## config.mk

```make
export PLATFORM = sky130hd
export DESIGN_NAME = positadd_arbiter
export DESIGN_NICKNAME = d
export VERILOG_FILES = /design/src/rtl/positadd_arbiter.sv
export SDC_FILE = /design/constraint.sdc
export NUM_CORES = 1
export LEC_CHECK = 0
export BUFFER_PORTS_ARGS = -buffer_cell sky130_fd_sc_hd__buf_2
export CAP_MARGIN = 20
export CORE_ASPECT_RATIO = 1.1
export CORE_MARGIN = 3
export CORE_UTILIZATION = 58
export DETAILED_ROUTE_END_ITERATION = 8
export PLACE_DENSITY = 0.95
export SYNTH_ARGS = -nofsm -noshare
export SYNTH_HDL_FRONTEND = slang
export SYNTH_SLANG_ARGS = --single-unit
```

## constraint.sdc

```tcl
create_clock -name clk -period 12.5 [get_ports clk]
set_input_delay 3.75 -clock clk [delete_from_list [all_inputs] [get_ports clk]]
set_output_delay 3.75 -clock clk [all_outputs]
set_load 0.02 [all_outputs]
```

## src/rtl/positadd_arbiter.sv

```systemverilog
// positadd_arbiter: shares one pipelined 32-bit posit adder between NREQ
// requesters. Round-robin grant, one issue per cycle, tag carried through a
// shadow pipeline matching the adder latency, results collected in a
// first-word-fall-through response FIFO. Issues are credit-limited so the
// FIFO cannot overflow.
// Optional feature macro: POSITADD_ARB_STATS_EN adds issue_cnt, a set of
// per-requester saturating 16-bit issue counters.
//
// Handshake: a transfer happens on a requester port in any cycle where
// req_valid[i] & req_ready[i]; on the response port when rsp_valid & rsp_ready.
// req_ready is combinational from req_valid, so requesters must not derive
// req_valid from req_ready. rsp_valid never depends on rsp_ready.
module positadd_arbiter #(
  parameter int NREQ       = 4,
  parameter int ADD_LAT    = 4,
  parameter int FIFO_DEPTH = 8
) (
  input  logic                     clk,
  input  logic                     rst_n,
  input  logic [NREQ-1:0]          req_valid,
  output logic [NREQ-1:0]          req_ready,
  input  logic [NREQ*32-1:0]       req_in1,
  input  logic [NREQ*32-1:0]       req_in2,
  output logic [31:0]              add_in1,
  output logic [31:0]              add_in2,
  output logic                     add_start,
  input  logic [31:0]              add_result,
  input  logic                     add_inf,
  input  logic                     add_zero,
  input  logic                     add_done,
  output logic                     rsp_valid,
  input  logic                     rsp_ready,
  output logic [31:0]              rsp_result,
  output logic                     rsp_inf,
  output logic                     rsp_zero,
  output logic [$clog2(NREQ)-1:0]  rsp_tag,
  output logic                     busy,
  output logic                     err
`ifdef POSITADD_ARB_STATS_EN
  ,
  output logic [NREQ*16-1:0]       issue_cnt
`endif
);

  localparam int TAGW = $clog2(NREQ);
  localparam int AW   = $clog2(FIFO_DEPTH);
  localparam int CW   = AW + 1;
  localparam int LW   = $clog2(ADD_LAT + 1);
  localparam int EW   = 32 + 2 + TAGW;

  // Arbitration state
  logic [TAGW-1:0] ptr;
  logic [TAGW-1:0] grant_idx;
  logic [TAGW-1:0] cand;
  logic            found;
  logic            issue;
  logic            issue_ok;
  logic [CW:0]     credit_used;

  // Shadow pipeline
  logic            sh_v   [ADD_LAT];
  logic [TAGW-1:0] sh_tag [ADD_LAT];
  logic [LW-1:0]   inflight;
  logic            push;

  // Response FIFO
  logic [EW-1:0]   mem [FIFO_DEPTH];
  logic [AW-1:0]   wr_ptr;
  logic [AW-1:0]   rd_ptr;
  logic [CW-1:0]   fifo_count;
  logic            pop;

  // Count valid shadow stages; this equals the number of ops still in the adder
  always_comb begin
    inflight = '0;
    for (int s = 0; s < ADD_LAT; s++) begin
      inflight = inflight + LW'(sh_v[s]);
    end
  end

  // Credits: registered occupancy only, so a same-cycle pop frees nothing yet
  always_comb begin
    credit_used = {1'b0, fifo_count} + (CW+1)'(inflight);
    issue_ok    = credit_used < (CW+1)'(FIFO_DEPTH);
  end

  // Round-robin search from ptr upward with wrap; first valid requester wins
  always_comb begin
    grant_idx = '0;
    found     = 1'b0;
    cand      = '0;
    for (int k = 0; k < NREQ; k++) begin
      cand = TAGW'((int'(ptr) + k) % NREQ);
      if (!found && req_valid[cand]) begin
        found     = 1'b1;
        grant_idx = cand;
      end
    end
  end

  // Issue side: operands are zeroed when nothing is issued
  always_comb begin
    issue     = found & issue_ok;
    req_ready = '0;
    add_start = issue;
    add_in1   = '0;
    add_in2   = '0;
    if (issue) begin
      req_ready[grant_idx] = 1'b1;
      add_in1              = req_in1[32*grant_idx +: 32];
      add_in2              = req_in2[32*grant_idx +: 32];
    end
  end

  // Round-robin pointer advances past the requester just served
  always_ff @(posedge clk or negedge rst_n) begin
    if (!rst_n) begin
      ptr <= '0;
    end else if (issue) begin
      ptr <= (grant_idx == TAGW'(NREQ-1)) ? '0 : grant_idx + TAGW'(1);
    end
  end

  // Shadow pipeline of {valid, tag}, one stage per adder cycle
  always_ff @(posedge clk or negedge rst_n) begin
    if (!rst_n) begin
      for (int s = 0; s < ADD_LAT; s++) begin
        sh_v[s]   <= 1'b0;
        sh_tag[s] <= '0;
      end
    end else begin
      sh_v[0]   <= issue;
      sh_tag[0] <= grant_idx;
      for (int s = 1; s < ADD_LAT; s++) begin
        sh_v[s]   <= sh_v[s-1];
        sh_tag[s] <= sh_tag[s-1];
      end
    end
  end

  // Capture follows the tail valid bit; add_done is only cross-checked
  assign push = sh_v[ADD_LAT-1];

  // Sticky error when the adder's done disagrees with the shadow tail
  always_ff @(posedge clk or negedge rst_n) begin
    if (!rst_n) begin
      err <= 1'b0;
    end else if (add_done != push) begin
      err <= 1'b1;
    end
  end

  // Response FIFO: FWFT head, power-of-two depth so pointers wrap naturally
  assign rsp_valid = (fifo_count != '0);
  assign pop       = rsp_valid & rsp_ready;
  assign {rsp_tag, rsp_inf, rsp_zero, rsp_result} = mem[rd_ptr];

  // FIFO storage and pointers; simultaneous push and pop leave count unchanged
  always_ff @(posedge clk or negedge rst_n) begin
    if (!rst_n) begin
      wr_ptr     <= '0;
      rd_ptr     <= '0;
      fifo_count <= '0;
      for (int e = 0; e < FIFO_DEPTH; e++) begin
        mem[e] <= '0;
      end
    end else begin
      if (push) begin
        mem[wr_ptr] <= {sh_tag[ADD_LAT-1], add_inf, add_zero, add_result};
        wr_ptr      <= wr_ptr + AW'(1);
      end
      if (pop) begin
        rd_ptr <= rd_ptr + AW'(1);
      end
      case ({push, pop})
        2'b10:   fifo_count <= fifo_count + CW'(1);
        2'b01:   fifo_count <= fifo_count - CW'(1);
        default: fifo_count <= fifo_count;
      endcase
    end
  end

  assign busy = (inflight != '0) | (fifo_count != '0);

  // The credit rule makes a push into a full FIFO unreachable
  a_no_overflow: assert property (@(posedge clk) disable iff (!rst_n)
    !(push && (fifo_count == CW'(FIFO_DEPTH))));

`ifdef POSITADD_ARB_STATS_EN
  // Per-requester issue counters, saturating at 0xFFFF
  always_ff @(posedge clk or negedge rst_n) begin
    if (!rst_n) begin
      issue_cnt <= '0;
    end else begin
      for (int i = 0; i < NREQ; i++) begin
        if (issue && (grant_idx == TAGW'(i)) && (issue_cnt[16*i +: 16] != 16'hFFFF)) begin
          issue_cnt[16*i +: 16] <= issue_cnt[16*i +: 16] + 16'd1;
        end
      end
    end
  end
`endif

endmodule

```

# After elaboration in Yosys (flattened, before gate mapping)
# Cells that the tools add are included.
# op_classes
eq_ne	4
n_mux	29
shift	2
n_lt_le_gt_ge	10
bitwise	5
reduce_logical	11
addsub	12
# op_table
op	n
288-bit bitwise mux	1
128-bit by 8-bit variable part select with 32-bit output	2
36-bit binary-select mux with 3-bit select	1
36-bit demux with 3-bit select	1
36-bit two-way mux	3
32-bit two-way mux	2
2-bit by 3-bit < comparator with 1-bit output (second input constant)	5
2-bit two-way mux	5
1-bit two-way mux	9
1-bit binary-select mux with 2-bit select	4
4-bit greater-or-equal comparator (second input constant)	2
3-bit inverter with 4-bit output	2
4-bit case mux with 2 select lines	1
3-bit by 1-bit adder with 3-bit output (second input constant)	2
4-bit by 3-bit adder with 5-bit output	1
1-bit logical AND	5
5-bit by 4-bit < comparator with 1-bit output (second input constant)	1
2-bit by 1-bit adder with 2-bit output (second input constant)	2
2-bit adder (second input constant)	2
4-bit by 1-bit adder with 4-bit output (second input constant)	1
2-bit equality test (second input constant)	2
4-bit by 1-bit < comparator with 1-bit output (second input constant)	1
4-bit two-way mux	1
4-bit nonzero test	1
13 further kinds	16
# word_totals
out_inout_bits	108
input_bits	298
reg_bits	313
wordCells	94

# Longest topological paths before layout
# depth
ltp_word	17
mapped_depth	13
mapped_depth_nobuf	10

# Worst setup path before layout
# OpenSTA, ideal clock, no wires.
# synth_timing
path_kind	in2out
from	input port req_valid[3]
to	output port add_in1[22]
path_stages	6
t_arrival_ns	5.126
path_buffers	2
required_time_ns	8.750
path_slack_ns	3.624
cell_sequence	nor4_1 -> a2111oi_4 -> nand2b_1 -> buf_2 -> buf_6 -> o22ai_1
# synth_via
elab_chain_cells	14
elab_cells_between_ends	25
cone_classes	1 x shift; 17 x mux; 1 x bitwise; 6 x reduce/logical
# synth_lines
element	line_no	source
start: declaration	20	input logic [NREQ-1:0] req_valid,
1-bit binary-select mux with 2-bit select	94	if (!found && req_valid[cand]) begin
1-bit two-way mux (implied by the code)	94	
1-bit two-way mux	94	
1-bit zero test	94	
1-bit logical AND	94	
1-bit two-way mux	94	
1-bit zero test	94	
1-bit logical AND	94	
1-bit two-way mux	94	
1-bit zero test	94	
1-bit logical AND	94	
1-bit two-way mux (*)	94	
1-bit AND (*)	103	issue = found & issue_ok;
net add_start	26	output logic add_start,
32-bit two-way mux (*)	108	if (issue) begin
end: declaration	24	output logic [31:0] add_in1,
# Mark *: on every way through the listed nets, which the timed path passes. The rest lies on a longest branch. The select of a mux whose other input is x is not followed.

# Worst setup path in the final report
# layout_timing
from	input port req_valid[2]
to	output port add_in1[29]
# layout_via
elab_chain_cells	14
elab_cells_between_ends	25
cone_classes	1 x shift; 17 x mux; 1 x bitwise; 6 x reduce/logical
# layout_lines
element	line_no	source
1-bit binary-select mux with 2-bit select	94	
1-bit two-way mux (implied by the code)	94	
1-bit two-way mux	94	
1-bit zero test	94	
1-bit logical AND	94	
1-bit two-way mux	94	
1-bit zero test	94	
1-bit logical AND	94	
1-bit two-way mux	94	
1-bit zero test	94	
1-bit logical AND	94	
2-bit two-way mux (*)	94	
net grant_idx[0]	53	logic [TAGW-1:0] grant_idx;
128-bit by 8-bit variable part select with 32-bit output (*)	110	add_in1 = req_in1[32*grant_idx +: 32];
32-bit two-way mux (*)	108	
# Marked as above.

==> summary.md <==
| Metric | Value |
|---|---|
| Clock Path Buffers | 3 |
| Cts bufs inserted | 30 |
| DR vias | 11700 |
| Row count | 63 |
| CTS tree | yes |
| Yosys reg bits | 313 |
| CORE AREA | 0.0272 mm^2 |
| Initial core utilization | 59.6% |
| Layout cells sized above 1 | 64.0% |
| Post-route minimum period | 10.21 ns |
| Achievable Freq | 97.9 MHz |
| Unrepaired setup endpoints after global routing | no |
| Die area | 0.0300 mm^2 |
| Max_cap viols | 0 |
| GRT Total Usage | 38.5% |
| Total power draw | 5.99 mW |
| Async set or reset register ratio after synthesis | 100% |
| Synthesized area | 0.0162 mm^2 |
| Register Area | 0.00784 mm^2 |
| First-pass GRT wire length | 83400 um |
| Syn_area_per_cell | 15.3 um^2 |
| Global route overflow | 0 |
| Most frequent cells in the layout | buf_2, mux2_2, dfrtp_1 |
| Largest net degree at the start of global routing | 89 |
| Setup bufs post-CTS | 0 |
| Initial antenna violation count | 28 |
| Crit Path Class | in -> out |
| Period utilization | 81.7% |
| Final WL | 57900 um |
| Status | finished clean |
| Die Width | 165 um |
| Max VDD drop | 0.229 mV |
| Number of global-route vias before repair | 12300 |
| Cells after Synth | 1060 |
| Die Ht | 181 um |
| Worst-path clk slew | 0.07 ns |
| Multi-input gate area | 0.00795 mm^2 |
| Post-CTS Resized | 0 |
| Syn Nets | 1373 |
| Hpwl dp | 40700 um |
| P_leak | 9.00 nW |
| Clk sink count | 313 |
| Setup violators final | 0 |
| Drt via density | 6.37 |
| Fin Hold WS | 0.358 ns |
| Area Overhead vs Synth | 20.7% |
| Clock Skews | 0.0207 ns |
| Final net count | 1757 |
| I/O Buffers | 405 |
| H-tree depth | 1 |
| Post-synth EDFFs | 0 |
| Crit end category | primary output |
| Crit path arrival time | 6.46 ns |
| Synth warn | 0 |
| Register-to-register setup slack | 8.58 ns |
| ANT nets after route | 0 |
| DRC Markers | 0 |
| Initial DRC count | 1033 |
| IO Pins | 406 |
| Worst-Skew Late Latency | 0.56 ns |
| Drt first pass iters | 5 |
| Pwr dens | 306 mW/mm^2 |
| Slew HR | 30.4% |
| Most common cell after layout, fill and taps aside | buf_2 |
| Fillers | 1660 |
| Crit path launch type | primary input |
| Crit-path max FO | 51 |
| Worst Path Required | 8.75 ns |
| Sum Neg Setup Slack | 0 ns |
| Yosys cell types | 35 |
| GP Congestion | 1.11 |
| Routed len/inst | 31.5 um |
| Final Hold Fails | 0 |
| CTS Hold Bufs | 0 |
| Slew @ Worst Pin | 1.04 ns |
| Pins Over Slew Limit | 0 |
| Hold Crit Class | reg -> reg |
| Register area share after synthesis | 48.4% |
| Top FF cell, synth | dfrtp_1 |
| CTS root buffer | clkbuf_16 |
==> report_power, final <==
part	switching [mW]	total [mW]	internal, mW
Sequential	0.405	1.94	1.54
Combinational	1.61	3.12	1.51
Clock	0.388	0.925	0.537
==> state kept, by name, summed over array words and instances (netlist names) <==
name,cells
fifo_count,4
ptr,2
err,1
sh_tag,8
wr_ptr,3
sh_v,3
mem,288
rd_ptr,3
push,1
==> path summary, 6_finish.rpt <==
path	cells after the start	startpoint	to
max	8	req_valid[2]	add_in1[29]
min	0	sh_tag[5]	sh_tag[3]
max reg2reg	10	push	ptr[0]
min reg2reg	0	sh_tag[5]	sh_tag[3]
max in group asynchronous	2	rst_n	rd_ptr[0]
min in group asynchronous	1	rst_n	mem[92]
==> layout make-up <==
type,instances,area share [%]
Antenna cell,13,0.166
Clock buffer,43,4.40
Clock inverter,10,0.652
Inverter,12,0.230
Multi-Input combinational cell,657,40.7
Sequential cell,313,40.1
Tap cell,357,2.28
Timing Repair Buffer,430,11.5
==> cell families (layout without fill, tap and decap cells) <==
kind of cell	count (synthesis)	count (layout)	share of synthesized area [%]
xor+xnor	9	9	0.487
other cells	0	13	0
buf+inv	90	495	2.93
simple gates	30	30	1.17
fa+ha+maj	15	15	1.25
mux	529	529	40.8
flops	313	313	48.4
compound gates	74	74	5.04
==> cell usage after synthesis (all sizes together), types with 6 or more instances <==
cell type	instances	share of area (%)
buf	50	2.0
o22ai	64	4.5
mux2	327	23
mux2i	130	8.0
nand2	7	0.18
ha	13	1.0
clkbuf	28	0.65
xnor2	6	0.32
inv	12	0.28
mux4	72	10
dfrtp	313	48
==> per-layer routing <==
metal | up-vias | track usage [%] | share of wire [%]
met4 | 22 | 10.7 | 3.5
li1 | 4814 | - | -
met2 | 641 | 62.3 | 49
met1 | 6065 | 51.2 | 37
met3 | 138 | 10.8 | 9.8
met5 | - | 0 | 0.23
==> through the flow <==
stage,worst slack (ns),std cells,utilization [%],instance area [um^2]
after floorplan,3.62,1060,-,16200
after global placement,2.47,1768,68.1,18500
after detailed placement,2.28,1768,68.1,18500
after CTS,2.32,1821,71.7,19500
after global routing,2.11,1829,71.9,19500
final,2.29,1835,71.9,19600
==> critical path, stage by stage <==
cell and delay [ns]:
buf_2 0.13, mux2i_1 0.14, nor2_1 0.07, nor3_1 0.76, nand2b_4 0.85, buf_4 0.37, o22ai_1 0.11, buf_2 0.20
Power figures use the tool's default switching activity.
